**src/rtl/bus_pkg.sv**
```systemverilog
// Shared definitions for the bit-serial master/slave port pair.
// Holds the mode encodings, the master FSM state type and the default
// address/data widths that both ends of the serial link agree on.
package bus_pkg;

    localparam int DEF_ADDR_WIDTH = 16;
    localparam int DEF_DATA_WIDTH = 8;

    localparam logic MODE_READ  = 1'b0;
    localparam logic MODE_WRITE = 1'b1;

    typedef enum logic [2:0] {
        IDLE  = 3'd0,
        ADDR  = 3'd1,
        WDATA = 3'd2,
        RWAIT = 3'd3,
        RDATA = 3'd4,
        DONE  = 3'd5
    } state_t;

endpackage

```
**src/rtl/handshake_watchdog.sv**
```systemverilog
// Stall watchdog for the serial handshakes.
// Ports:
//   clk, rst  - clock and synchronous active-high reset
//   clear     - restart the count (a bit moved, or no transaction is active)
//   stall     - a cycle was spent waiting on the other side
//   expired   - this stall cycle is the TIMEOUT-th in a row; abort now
module handshake_watchdog #(
    parameter int TIMEOUT = 64
) (
    input  logic clk,
    input  logic rst,
    input  logic clear,
    input  logic stall,
    output logic expired
);

    localparam int WW = $clog2(TIMEOUT + 1);

    logic [WW-1:0] cnt;

    // Saturating so the count can never wrap back to a small value.
    always_ff @(posedge clk) begin
        if (rst || clear) begin
            cnt <= '0;
        end else if (stall && (cnt != WW'(TIMEOUT))) begin
            cnt <= cnt + WW'(1);
        end
    end

    // Fires on the stall cycle that brings the count to TIMEOUT, so the FSM
    // leaves on that same edge rather than one cycle later.
    assign expired = stall && !clear && (cnt == WW'(TIMEOUT - 1));

endmodule

```
**src/rtl/serial_master_port.sv**
```systemverilog
// Bit-serial bus master. Takes one parallel read/write request, shifts the
// address (then write data) MSB-first onto wr_bus, and for reads collects
// DATA_WIDTH bits from rd_bus. One outstanding transaction; a one-cycle
// response pulse reports read data and timeout errors.
// Ports:
//   client side : req_valid/req_ready/req_mode/req_addr/req_wdata,
//                 rsp_valid/rsp_rdata/rsp_err, busy
//   serial side : mode, wr_bus, master_valid, slave_ready (write direction),
//                 rd_bus, slave_valid, master_ready (read direction)
module serial_master_port
    import bus_pkg::*;
#(
    parameter int ADDR_WIDTH = DEF_ADDR_WIDTH,
    parameter int DATA_WIDTH = DEF_DATA_WIDTH,
    parameter int TIMEOUT    = 64
) (
    input  logic                  clk,
    input  logic                  rst,
    input  logic                  req_valid,
    output logic                  req_ready,
    input  logic                  req_mode,
    input  logic [ADDR_WIDTH-1:0] req_addr,
    input  logic [DATA_WIDTH-1:0] req_wdata,
    output logic                  rsp_valid,
    output logic [DATA_WIDTH-1:0] rsp_rdata,
    output logic                  rsp_err,
    output logic                  busy,
    output logic                  mode,
    output logic                  wr_bus,
    output logic                  master_valid,
    output logic                  master_ready,
    input  logic                  rd_bus,
    input  logic                  slave_ready,
    input  logic                  slave_valid
);

    localparam int SW = ADDR_WIDTH + DATA_WIDTH;
    localparam int MW = (ADDR_WIDTH > DATA_WIDTH) ? ADDR_WIDTH : DATA_WIDTH;
    localparam int CW = $clog2(MW + 1);
    localparam logic [CW-1:0] ADDR_LAST = CW'(ADDR_WIDTH - 1);
    localparam logic [CW-1:0] DATA_LAST = CW'(DATA_WIDTH - 1);

    state_t          state;
    logic [SW-1:0]   shreg;
    logic [CW-1:0]   bit_cnt;
    logic            wr_xfer, rd_xfer, wd_stall, wd_clear, expired;

    assign wr_xfer   = master_valid && slave_ready;
    assign rd_xfer   = slave_valid && master_ready;
    assign req_ready = (state == IDLE) && !rst;
    assign busy      = (state != IDLE);

    always_comb begin
        wd_stall = 1'b0;
        wd_clear = 1'b1;
        case (state)
            ADDR, WDATA: begin
                wd_stall = !wr_xfer;
                wd_clear = wr_xfer;
            end
            RWAIT, RDATA: begin
                wd_stall = !rd_xfer;
                wd_clear = rd_xfer;
            end
            default: ;
        endcase
    end

    handshake_watchdog #(.TIMEOUT(TIMEOUT)) u_wd (
        .clk     (clk),
        .rst     (rst),
        .clear   (wd_clear),
        .stall   (wd_stall),
        .expired (expired)
    );

    always_ff @(posedge clk) begin
        if (rst) begin
            state        <= IDLE;
            shreg        <= '0;
            bit_cnt      <= '0;
            mode         <= 1'b0;
            wr_bus       <= 1'b0;
            master_valid <= 1'b0;
            master_ready <= 1'b0;
            rsp_valid    <= 1'b0;
            rsp_rdata    <= '0;
            rsp_err      <= 1'b0;
        end else begin
            case (state)
                IDLE: begin
                    if (req_valid) begin
                        // Address and write data share one shift register so
                        // the write-data MSB is already on top when the
                        // address runs out (no bubble between phases).
                        mode         <= req_mode;
                        shreg        <= {req_addr, req_wdata};
                        bit_cnt      <= '0;
                        wr_bus       <= req_addr[ADDR_WIDTH-1];
                        master_valid <= 1'b1;
                        state        <= ADDR;
                    end
                end
                ADDR, WDATA: begin
                    if (expired) begin
                        master_valid <= 1'b0;
                        rsp_valid    <= 1'b1;
                        rsp_err      <= 1'b1;
                        rsp_rdata    <= '0;
                        state        <= DONE;
                    end else if (wr_xfer) begin
                        shreg   <= shreg << 1;
                        bit_cnt <= bit_cnt + CW'(1);
                        wr_bus  <= shreg[SW-2];
                        if (state == ADDR && bit_cnt == ADDR_LAST) begin
                            bit_cnt <= '0;
                            if (mode == MODE_WRITE) begin
                                state <= WDATA;
                            end else begin
                                master_valid <= 1'b0;
                                master_ready <= 1'b1;
                                state        <= RWAIT;
                            end
                        end else if (state == WDATA && bit_cnt == DATA_LAST) begin
                            master_valid <= 1'b0;
                            rsp_valid    <= 1'b1;
                            rsp_err      <= 1'b0;
                            rsp_rdata    <= '0;
                            state        <= DONE;
                        end
                    end
                end
                RWAIT, RDATA: begin
                    if (expired) begin
                        master_ready <= 1'b0;
                        rsp_valid    <= 1'b1;
                        rsp_err      <= 1'b1;
                        rsp_rdata    <= '0;
                        state        <= DONE;
                    end else if (rd_xfer) begin
                        // Address bits have been shifted out, so the low
                        // bits are free to collect the read word.
                        shreg   <= {shreg[SW-2:0], rd_bus};
                        bit_cnt <= bit_cnt + CW'(1);
                        state   <= RDATA;
                        if (bit_cnt == DATA_LAST) begin
                            master_ready <= 1'b0;
                            rsp_valid    <= 1'b1;
                            rsp_err      <= 1'b0;
                            rsp_rdata    <= {shreg[DATA_WIDTH-2:0], rd_bus};
                            state        <= DONE;
                        end
                    end
                end
                DONE: begin
                    rsp_valid <= 1'b0;
                    rsp_err   <= 1'b0;
                    rsp_rdata <= '0;
                    state     <= IDLE;
                end
                default: state <= IDLE;
            endcase
        end
    end

endmodule

```
**config.mk**
```make
export PLATFORM = sky130hd
export DESIGN_NAME = serial_master_port
export DESIGN_NICKNAME = d
export VERILOG_FILES = /design/src/rtl/bus_pkg.sv /design/src/rtl/handshake_watchdog.sv /design/src/rtl/serial_master_port.sv
export SDC_FILE = /design/constraint.sdc
export NUM_CORES = 1
export LEC_CHECK = 0
export ABC_AREA = 1
export CAP_MARGIN = 20
export CORE_MARGIN = 4
export CORE_UTILIZATION = 30
export DETAILED_ROUTE_END_ITERATION = 6
export GPL_ROUTABILITY_DRIVEN = 0
export SYNTH_ARGS = -nofsm -noshare
export SYNTH_HDL_FRONTEND = slang
export SYNTH_SLANG_ARGS = --single-unit
```
**constraint.sdc**
```tcl
create_clock -name clk -period 2 [get_ports clk]
set_input_delay 0.4 -clock clk [delete_from_list [all_inputs] [get_ports clk]]
set_output_delay 0.4 -clock clk [all_outputs]
set_load 0.02 [all_outputs]
```
==> impl_metrics.toml, run 1 <==
[finish]
diodes = 0
fin_cells = 549
layout-drive-gt1-share_pct = 13.5
finalNetCount = 478
syn2layout_area_growth_pct = 34.7

[sta]
period_share_pct = 93.8
timing.fmax_ghz = 0.533
skew_ps = 8.69
maxSlewHeadroom_pct = 79.1
hold_violations = 0
finalMaxSlewViolations = 0
setup_viol = 0
period_minus_slack_ps = 1880
worst_slew_pin_slew_ps = 311
worst_slack_ps = 123

[critical_path]
worst_setup_path_end_kind = "register"
r2r-start = "bit_cnt[1]"
cp_num_cells = 11
crit_buf_inv = 2
cp_max_fo = 4
slowest_delay_ps = 350
crit_chain = "ha_2 > nand2_1 > nor3_1 > nand3_1 > nand3_1 > nand2_1 > nor2_4 > buf_12 > buf_4 > nor2_1 > nor2_1"
critPathLaunch = "bit_cnt[1]"
critPathTopFamily = "simple AND/OR/NAND/NOR gates"
crit_path_start_kind = "register"
crit_path_top_delay_cell = "dfxtp_2"
crit_required_ps = 2250
critical_path_class = "reg2reg"
r2r.worst_path.cells = 11
cp.arrival_ps = 2130

[clocking]
cts-root-buf = "clkbuf_8"
cts_tree = "done"
clk_pin_slew_ps = 100
clkSinkCount = 52
cts_buffers = 5
clk_latency_ps = 310
htreeDepth = 2
cts_buffer_depth = 2

[routing]
vias = 2586
first_pass_iters = 4
vias_per_cell = 4.71
post-route-drc-count = 0
routedWlPerCell_um = 11.2
drt_iter0_drc = 150
ant_nets = 0
wirelength_um = 6170

[logic_synthesis]
syn-instance-count = 375
ys_seq_elements = 52
synthDistinctLibCells = 29
yosysSeqAreaShare_pct = 40.7
yosysWarnings = 0
syn_avg_cell_area_sq_um = 6.83
synthesis.nets = 410
syn_area_sq_mm = 0.00256

[floorplanning]
num_rows = 33
start_util_pct = 31.0
die_y_um = 100
die_w_um = 100
die_area_sq_mm = 0.0101
io_pins = 47
core_sq_mm = 0.00826

[placement]
place_inst = 533
place_ws_ps = -150
place_hpwl_um = 4640
io_buffers = 46

[global_routing]
grt_pass1_wl_um = 10400
overflow = 0
grt.total_usage_pct = 12.4
antenna_found_initial = 0
grt_max_degree = 51
grt_pass1_vias = 2333

[run_status]
status = "complete, no violations"

[hold_path]
whs_path_depth = 2
hold_path_startpoint = "shreg[11]"
hold_path_class = "reg2reg"

[power]
power_density_mw_per_mm2 = 1500
leakage_nw = 1.42
ir_worst_vdd_v = 0.000773

[run]
maxCapViolCount = 0
==> kinds of logic (layout without fill, tap and decap cells) <==
group                    after synthesis  in the layout  share of synthesized area, %
AO/OA/AOI/OAI                         78             78                          16.8
adder cells (fa/ha/maj)                4              4                          1.96
buffers and inverters                 54            123                          8.60
flip-flops                            52             52                          40.7
AND/OR/NAND/NOR                      187            187                          32.0
==> per-layer routing <==
metal	vias up	global-route usage, %	part of all wire, %
li1	1382	-	-
met1	1133	17.2	48
met2	61	19.4	45
met3	10	2.71	5.3
met4	0	3.52	1.3
met5	-	0	0
==> final cells by class <==
type | instances | area (sq um)
inverter | 34 | 128
tap | 105 | 131
multi-input combinational | 269 | 1300
fill | 882 | 4810
timing repair buffer | 81 | 746
clock inverter | 3 | 23.8
sequential | 52 | 1050
clock buffer | 5 | 68.8
==> repair_timing <==
| item | 4_1_cts | 5_1_grt |
|---|---|---|
| gates resized for setup | 3 | 9 |
| pin swaps | 0 | 1 |
| gates cloned | 0 | 0 |
| setup endpoints to repair | 2 | 12 |
| hold buffers | 0 | 0 |
| setup buffers | 0 | 8 |
==> cells in the mapped netlist, drive strengths merged <==
master / n / area share (%)
nand2: 92 / 14
dfxtp: 52 / 41
nand3: 42 / 8.4
nor2: 38 / 5.9
o21ai: 36 / 7.0
inv: 34 / 5.0
a31oi: 26 / 6.4
a21oi: 13 / 2.5
buf: 11 / 2.2
clkbuf: 9 / 1.4
nand4: 6 / 1.7
ha: 4 / 2.0
nor3: 4 / 0.78
or2: 3 / 0.73
a211oi: 2 / 0.59
nand3b: 1 / 0.29
nor3b: 1 / 0.29
o21bai: 1 / 0.29
==> tightest hold or removal path, delay by kind of cell (launching register included) <==
family	cells	cell delay, ps
flops	1	320
compound gates	1	70
simple gates	1	60
==> per-stage QoR <==
stage / utilization, % / power [mW] / area (sq um) / hold WS [ps] / setup TNS (ps)
floorplan: - / 3.44 / 2560 / 445 / 0
global placement: 39.7 / 4.40 / 3270 / 454 / -545
global route: 41.7 / 5.69 / 3450 / 490 / -73.5
finish: 41.7 / 5.19 / 3450 / 467 / 0
CTS: 40.8 / 5.07 / 3370 / 471 / 0
detailed placement: 39.7 / 4.45 / 3270 / 454 / -1210
==> registers in the layout, summed over array words and instances (netlist names) <==
signal,flops
u_wd.cnt,7
rsp_valid,1
state,3
rsp_rdata,8
mode,1
rsp_err,1
master_valid,1
master_ready,1
bit_cnt,5
wr_bus,1
shreg,23
==> placed cells by master (no fill, tap or decap), types with 6 or more instances in the layout <==
cell,n
nand2_1,88
dfxtp_1,46
clkdlybuf4s50_1,44
nand3_1,41
nor2_1,37
o21ai_0,34
buf_4,33
inv_1,32
a31oi_1,26
a21oi_1,13
dfxtp_2,6
==> path summary, 6_finish.rpt <==
check             slack [ps]           end
setup reg to reg         120  rsp_rdata[7]
hold reg to reg          470     shreg[12]
setup / recovery         120  rsp_rdata[7]
hold / removal           470     shreg[12]
==> power breakdown <==
| part | internal [mW] | switching (mW) | leakage [nW] |
|---|---|---|---|
| Clock | 0.249 | 0.368 | 0.0404 |
| Combinational | 1.27 | 1.57 | 0.954 |
| Sequential | 1.47 | 0.255 | 0.430 |
Power figures use the tool's default switching activity.
==> run 2, diff against run 1 <==
--- a/config.mk
+++ b/config.mk
@@ -6,11 +6,11 @@
 export NUM_CORES = 1
 export LEC_CHECK = 0
 export ABC_AREA = 1
-export CAP_MARGIN = 20
 export CORE_MARGIN = 4
 export CORE_UTILIZATION = 30
 export DETAILED_ROUTE_END_ITERATION = 6
 export GPL_ROUTABILITY_DRIVEN = 0
+export PLACE_DENSITY = 0.62
 export SYNTH_ARGS = -nofsm -noshare
 export SYNTH_HDL_FRONTEND = slang
 export SYNTH_SLANG_ARGS = --single-unit
==> impl_metrics.toml, run 2 (same netlist as run 1, synthesis figures left out) <==
[run_status]
status = "complete, no violations"

[critical_path]
crit_required_ps = 2240
crit_chain = "ha_2 > nand2_1 > nor2_1 > ha_1 > nand4_1 > inv_2 > nor2_1 > nand3_1 > nand3_2 > inv_1 > nand2_1 > a21oi_1"
crit_path_top_delay_cell = "dfxtp_1"
r2r-start = "bit_cnt[1]"
crit_path_start_kind = "register"
critical_path_class = "reg2reg"
cp_max_fo = 4
rrSetupSlack_ps = 180
worst_setup_path_end_kind = "register"
cp.arrival_ps = 2050
reg2reg_to = "state[0]"
slowest_delay_ps = 370
r2r.worst_path.cells = 12

[sta]
period_share_pct = 90.9
rsz0062_at_grt = "false"
skew_ps = 8.97
worst_slew_pin_slew_ps = 306
setup_viol = 0
timing.fmax_ghz = 0.550
period_minus_slack_ps = 1820
hold-worst-slack_ps = 471
hold_violations = 0
finalMaxSlewViolations = 0
setup_tns_ps = 0
maxSlewHeadroom_pct = 79.5
worst_slack_ps = 182

[finish]
top_regs = "shreg x23, rsp_rdata x8, u_wd.cnt x7"
largest-register = "shreg"
syn2layout_area_growth_pct = 35.7
layout-drive-gt1-share_pct = 11.3
finalNetCount = 469
fin_cells = 540
layout_common_cells = "nand2_1, dfxtp_1, clkdlybuf4s50_1"
diodes = 0
layout_commonest_cell = "nand2_1"
final_area_sq_mm = 0.00347
largest_reg_flops = 23

[power]
power.switching_mw = 2.18
clock_power_share_pct = 17.8
seqPwrFrac_pct = 31.6
power_density_mw_per_mm2 = 1570
ir_worst_vdd_v = 0.000604
combPwrFrac_pct = 50.6
switching_share_pct = 39.8
leakage_nw = 1.43
internal-power_mw = 3.29

[global_routing]
grt.total_usage_pct = 12.8
grt_max_degree = 28
grt_pass1_wl_um = 10800
overflow = 0
gr-max-usage-layer = "met2"
met3_usage_pct = 2.64
grt_util_met1_pct = 17.0
grt_pass1_vias = 2450
antenna_found_initial = 0
globalRouteMet2Util_pct = 20.9

[routing]
post-route-drc-count = 0
vias_per_cell = 4.78
first_pass_iters = 6
ant_nets = 0
drt_iter0_drc = 84
vias = 2582
routedWlPerCell_um = 11.5
wirelength_um = 6240

[clocking]
cts-root-buf = "clkbuf_8"
cts_tree = "done"
cts_buffer_depth = 2
htreeDepth = 2
clkSinkCount = 52
clk_pin_slew_ps = 100
clk_latency_ps = 310
cts_buffers = 5
postCtsHoldBufs = 0

[floorplanning]
die_y_um = 100
start_util_pct = 31.0
core_sq_mm = 0.00826
die_area_sq_mm = 0.0101
num_rows = 33
io_pins = 47
die_w_um = 100

[placement]
placedInstanceArea_sq_mm = 0.00330
place_hpwl_um = 4720
place_ws_ps = -66.2
io_buffers = 46
place_inst = 531

[hold_path]
whs_path_depth = 2
hold_path_class = "reg2reg"
hold_path_startpoint = "u_wd.cnt[6]"
hold_path_end = "u_wd.cnt[6]"

[run]
maxCapViolCount = 0
==> run 2: area by class of cell <==
| class | instances | area, sq um |
|---|---|---|
| fillers | 871 | 4780 |
| multi-input cells | 269 | 1310 |
| flip-flops and latches | 52 | 1040 |
| repair buffers | 72 | 707 |
| well taps | 105 | 131 |
| inverters | 34 | 128 |
| clock inverters | 3 | 90.1 |
| clock buffers | 5 | 68.8 |
==> run 2: power groups by stage <==
stage          Sequential (mW)  Combinational (mW)  Clock, mW
2_1_floorplan             1.82                1.62          0
3_3_place_gp              1.73                2.72          0
3_5_place_dp              1.74                2.77          0
4_1_cts                   1.72                2.78      0.999
5_1_grt                   1.78                3.14       1.03
6_report                  1.73                2.77      0.973
==> run 2: timing repair <==
item	CTS	global route
setup endpoints to repair	1	12
buffers inserted	0	1
resized for setup	1	7
==> run 2: worst max path at each step <==
stage	start	endpoint	slack [ps]	cells after the start
2_1_floorplan	bit_cnt[0]	rsp_rdata[3]	310	13
3_3_place_gp	slave_ready	rsp_err	-0.5	12
3_5_place_dp	slave_ready	state[2]	-70	11
4_1_cts	state[0]	busy	30	3
5_1_grt	u_wd.cnt[1]	rsp_rdata[4]	7	13
6_report	bit_cnt[1]	state[0]	180	12
==> run 2: worst max-delay path, delay by kind of cell (launching register included) <==
family	cells	cell delay (ps)
adders and majority gates	2	370
buffers and inverters	2	230
DFF	1	370
and+or+nand+nor	7	670
AOI/OAI and AO/OA	1	110
==> run 2: metrics by stage <==
| step | util [%] | power (mW) |
|---|---|---|
| finish | 42.1 | 5.47 |
| global route | 42.1 | 5.95 |
| floorplan | - | 3.44 |
| global placement | 39.9 | 4.45 |
| detailed placement | 39.9 | 4.51 |
| CTS | 41.8 | 5.50 |
==> run 2: metal layers <==
metal	share of wire [%]	vias to the layer above
met5	0	-
met2	46	50
met3	4.6	6
met1	49	1161
li1	-	1365
met4	1.3	0
==> run 3, diff against run 2 <==
--- a/config.mk
+++ b/config.mk
@@ -10,6 +10,7 @@
 export CORE_UTILIZATION = 30
 export DETAILED_ROUTE_END_ITERATION = 6
 export GPL_ROUTABILITY_DRIVEN = 0
+export MAX_ROUTING_LAYER = met4
 export PLACE_DENSITY = 0.62
 export SYNTH_ARGS = -nofsm -noshare
 export SYNTH_HDL_FRONTEND = slang
==> impl_metrics.toml, run 3 (same netlist as run 1, synthesis figures left out) <==
[sta]
worst_slew_pin_slew_ps = 306
hold_violations = 0
skew_ps = 9.22
maxSlewHeadroom_pct = 79.5
timing.fmax_ghz = 0.550
worst_slack_ps = 183
period_minus_slack_ps = 1820
period_share_pct = 90.9
finalMaxSlewViolations = 0
setup_viol = 0
rsz0062_at_grt = "false"

[run_status]
status = "complete, no violations"

[clocking]
clk_latency_ps = 310
cts-root-buf = "clkbuf_8"
cts_buffers = 5
cts_tree = "done"
cts_buffer_depth = 2
clk_pin_slew_ps = 90
clkSinkCount = 52
htreeDepth = 2

[finish]
syn2layout_area_growth_pct = 35.7
diodes = 0
top_regs = "shreg x23, rsp_rdata x8, u_wd.cnt x7"
layout_commonest_cell = "nand2_1"
layout_common_cells = "nand2_1, dfxtp_1, clkdlybuf4s50_1"
layout-drive-gt1-share_pct = 11.3
final_area_sq_mm = 0.00347
largest_reg_flops = 23
largest-register = "shreg"
finalNetCount = 469

[routing]
wirelength_um = 6230
post-route-drc-count = 0
first_pass_iters = 4
ant_nets = 0
vias = 2579
vias_per_cell = 4.78
drt_iter0_drc = 84
routedWlPerCell_um = 11.5

[run]
maxCapViolCount = 0

[critical_path]
worst_setup_path_end_kind = "register"
crit_required_ps = 2240
cp_max_fo = 4
critical_path_class = "reg2reg"
r2r.worst_path.cells = 12
crit_chain = "ha_2 > nand2_1 > nor2_1 > ha_1 > nand4_1 > inv_2 > nor2_1 > nand3_1 > nand3_2 > inv_1 > nand2_1 > a21oi_1"
slowest_delay_ps = 370
cp.arrival_ps = 2050
crit_path_start_kind = "register"
crit_path_top_delay_cell = "dfxtp_1"

[power]
leakage_nw = 1.43
power_density_mw_per_mm2 = 1570
ir_worst_vdd_v = 0.000603

[global_routing]
overflow = 0
grt_pass1_wl_um = 10800
antenna_found_initial = 0
grt_pass1_vias = 2446
grt.total_usage_pct = 13.2
grt_max_degree = 28

[floorplanning]
core_sq_mm = 0.00826
num_rows = 33
start_util_pct = 31.0
die_w_um = 100
die_area_sq_mm = 0.0101
die_y_um = 100
io_pins = 47

[placement]
place_ws_ps = -66.2
io_buffers = 46
placedInstanceArea_sq_mm = 0.00330
place_hpwl_um = 4720

[hold_path]
whs_path_depth = 2
hold_path_class = "reg2reg"
run 3: cell counts in the layout (fill, tap and decap cells not counted):
Identical to the previous run, type by type.
run 3: area by class of cell:
cell class / count / area [sq um]
Clock buffer: 5 / 68.8
Clock inverter: 3 / 90.1
Fill cell: 871 / 4780
Inverter: 34 / 128
Multi-Input combinational cell: 269 / 1310
Sequential cell: 52 / 1040
Tap cell: 105 / 131
Timing Repair Buffer: 72 / 707
run 3: report_power, final:
group / internal [mW] / switching [mW]
sequential: 1.47 / 0.262
combinational: 1.20 / 1.57
clock: 0.625 / 0.350
run 3: final timing paths:
check	start	to	slack [ps]
setup / recovery	bit_cnt[1]	state[0]	180
hold / removal	u_wd.cnt[6]	u_wd.cnt[6]	470
setup reg to reg	bit_cnt[1]	state[0]	180
hold reg to reg	u_wd.cnt[6]	u_wd.cnt[6]	470
run 3: critical path, delay by kind of cell (launching register included):
family / cells / cell delay (ps)
and+or+nand+nor: 7 / 670
adders and majority gates: 2 / 370
DFF: 1 / 370
buffers and inverters: 2 / 230
AOI/OAI and AO/OA: 1 / 110
run 3: timing repair:
item | 4_1_cts | 5_1_grt
gates resized for setup | 1 | 7
hold buffers | 0 | 0
buffers inserted | 0 | 1
setup endpoints to repair | 1 | 12
run 3: metal layers:
metal,part of all wire [%],GRT usage [%],vias up
li1,-,-,1365
met1,49,17.2,1166
met2,46,20.8,42
met3,4.2,2.50,6
met4,1.3,4.04,0
met5,0,-,-
run 3: per-stage QoR:
stage | TNS [ps] | total power, mW | hold slack [ps] | std cells | utilization (%)
floorplan | 0 | 3.44 | 445 | 375 | -
global placement | -0.489 | 4.45 | 449 | 531 | 39.9
detailed placement | -557 | 4.51 | 458 | 531 | 39.9
CTS | 0 | 5.50 | 473 | 539 | 41.8
global route | 0 | 5.95 | 488 | 540 | 42.1
finish | 0 | 5.47 | 471 | 540 | 42.1
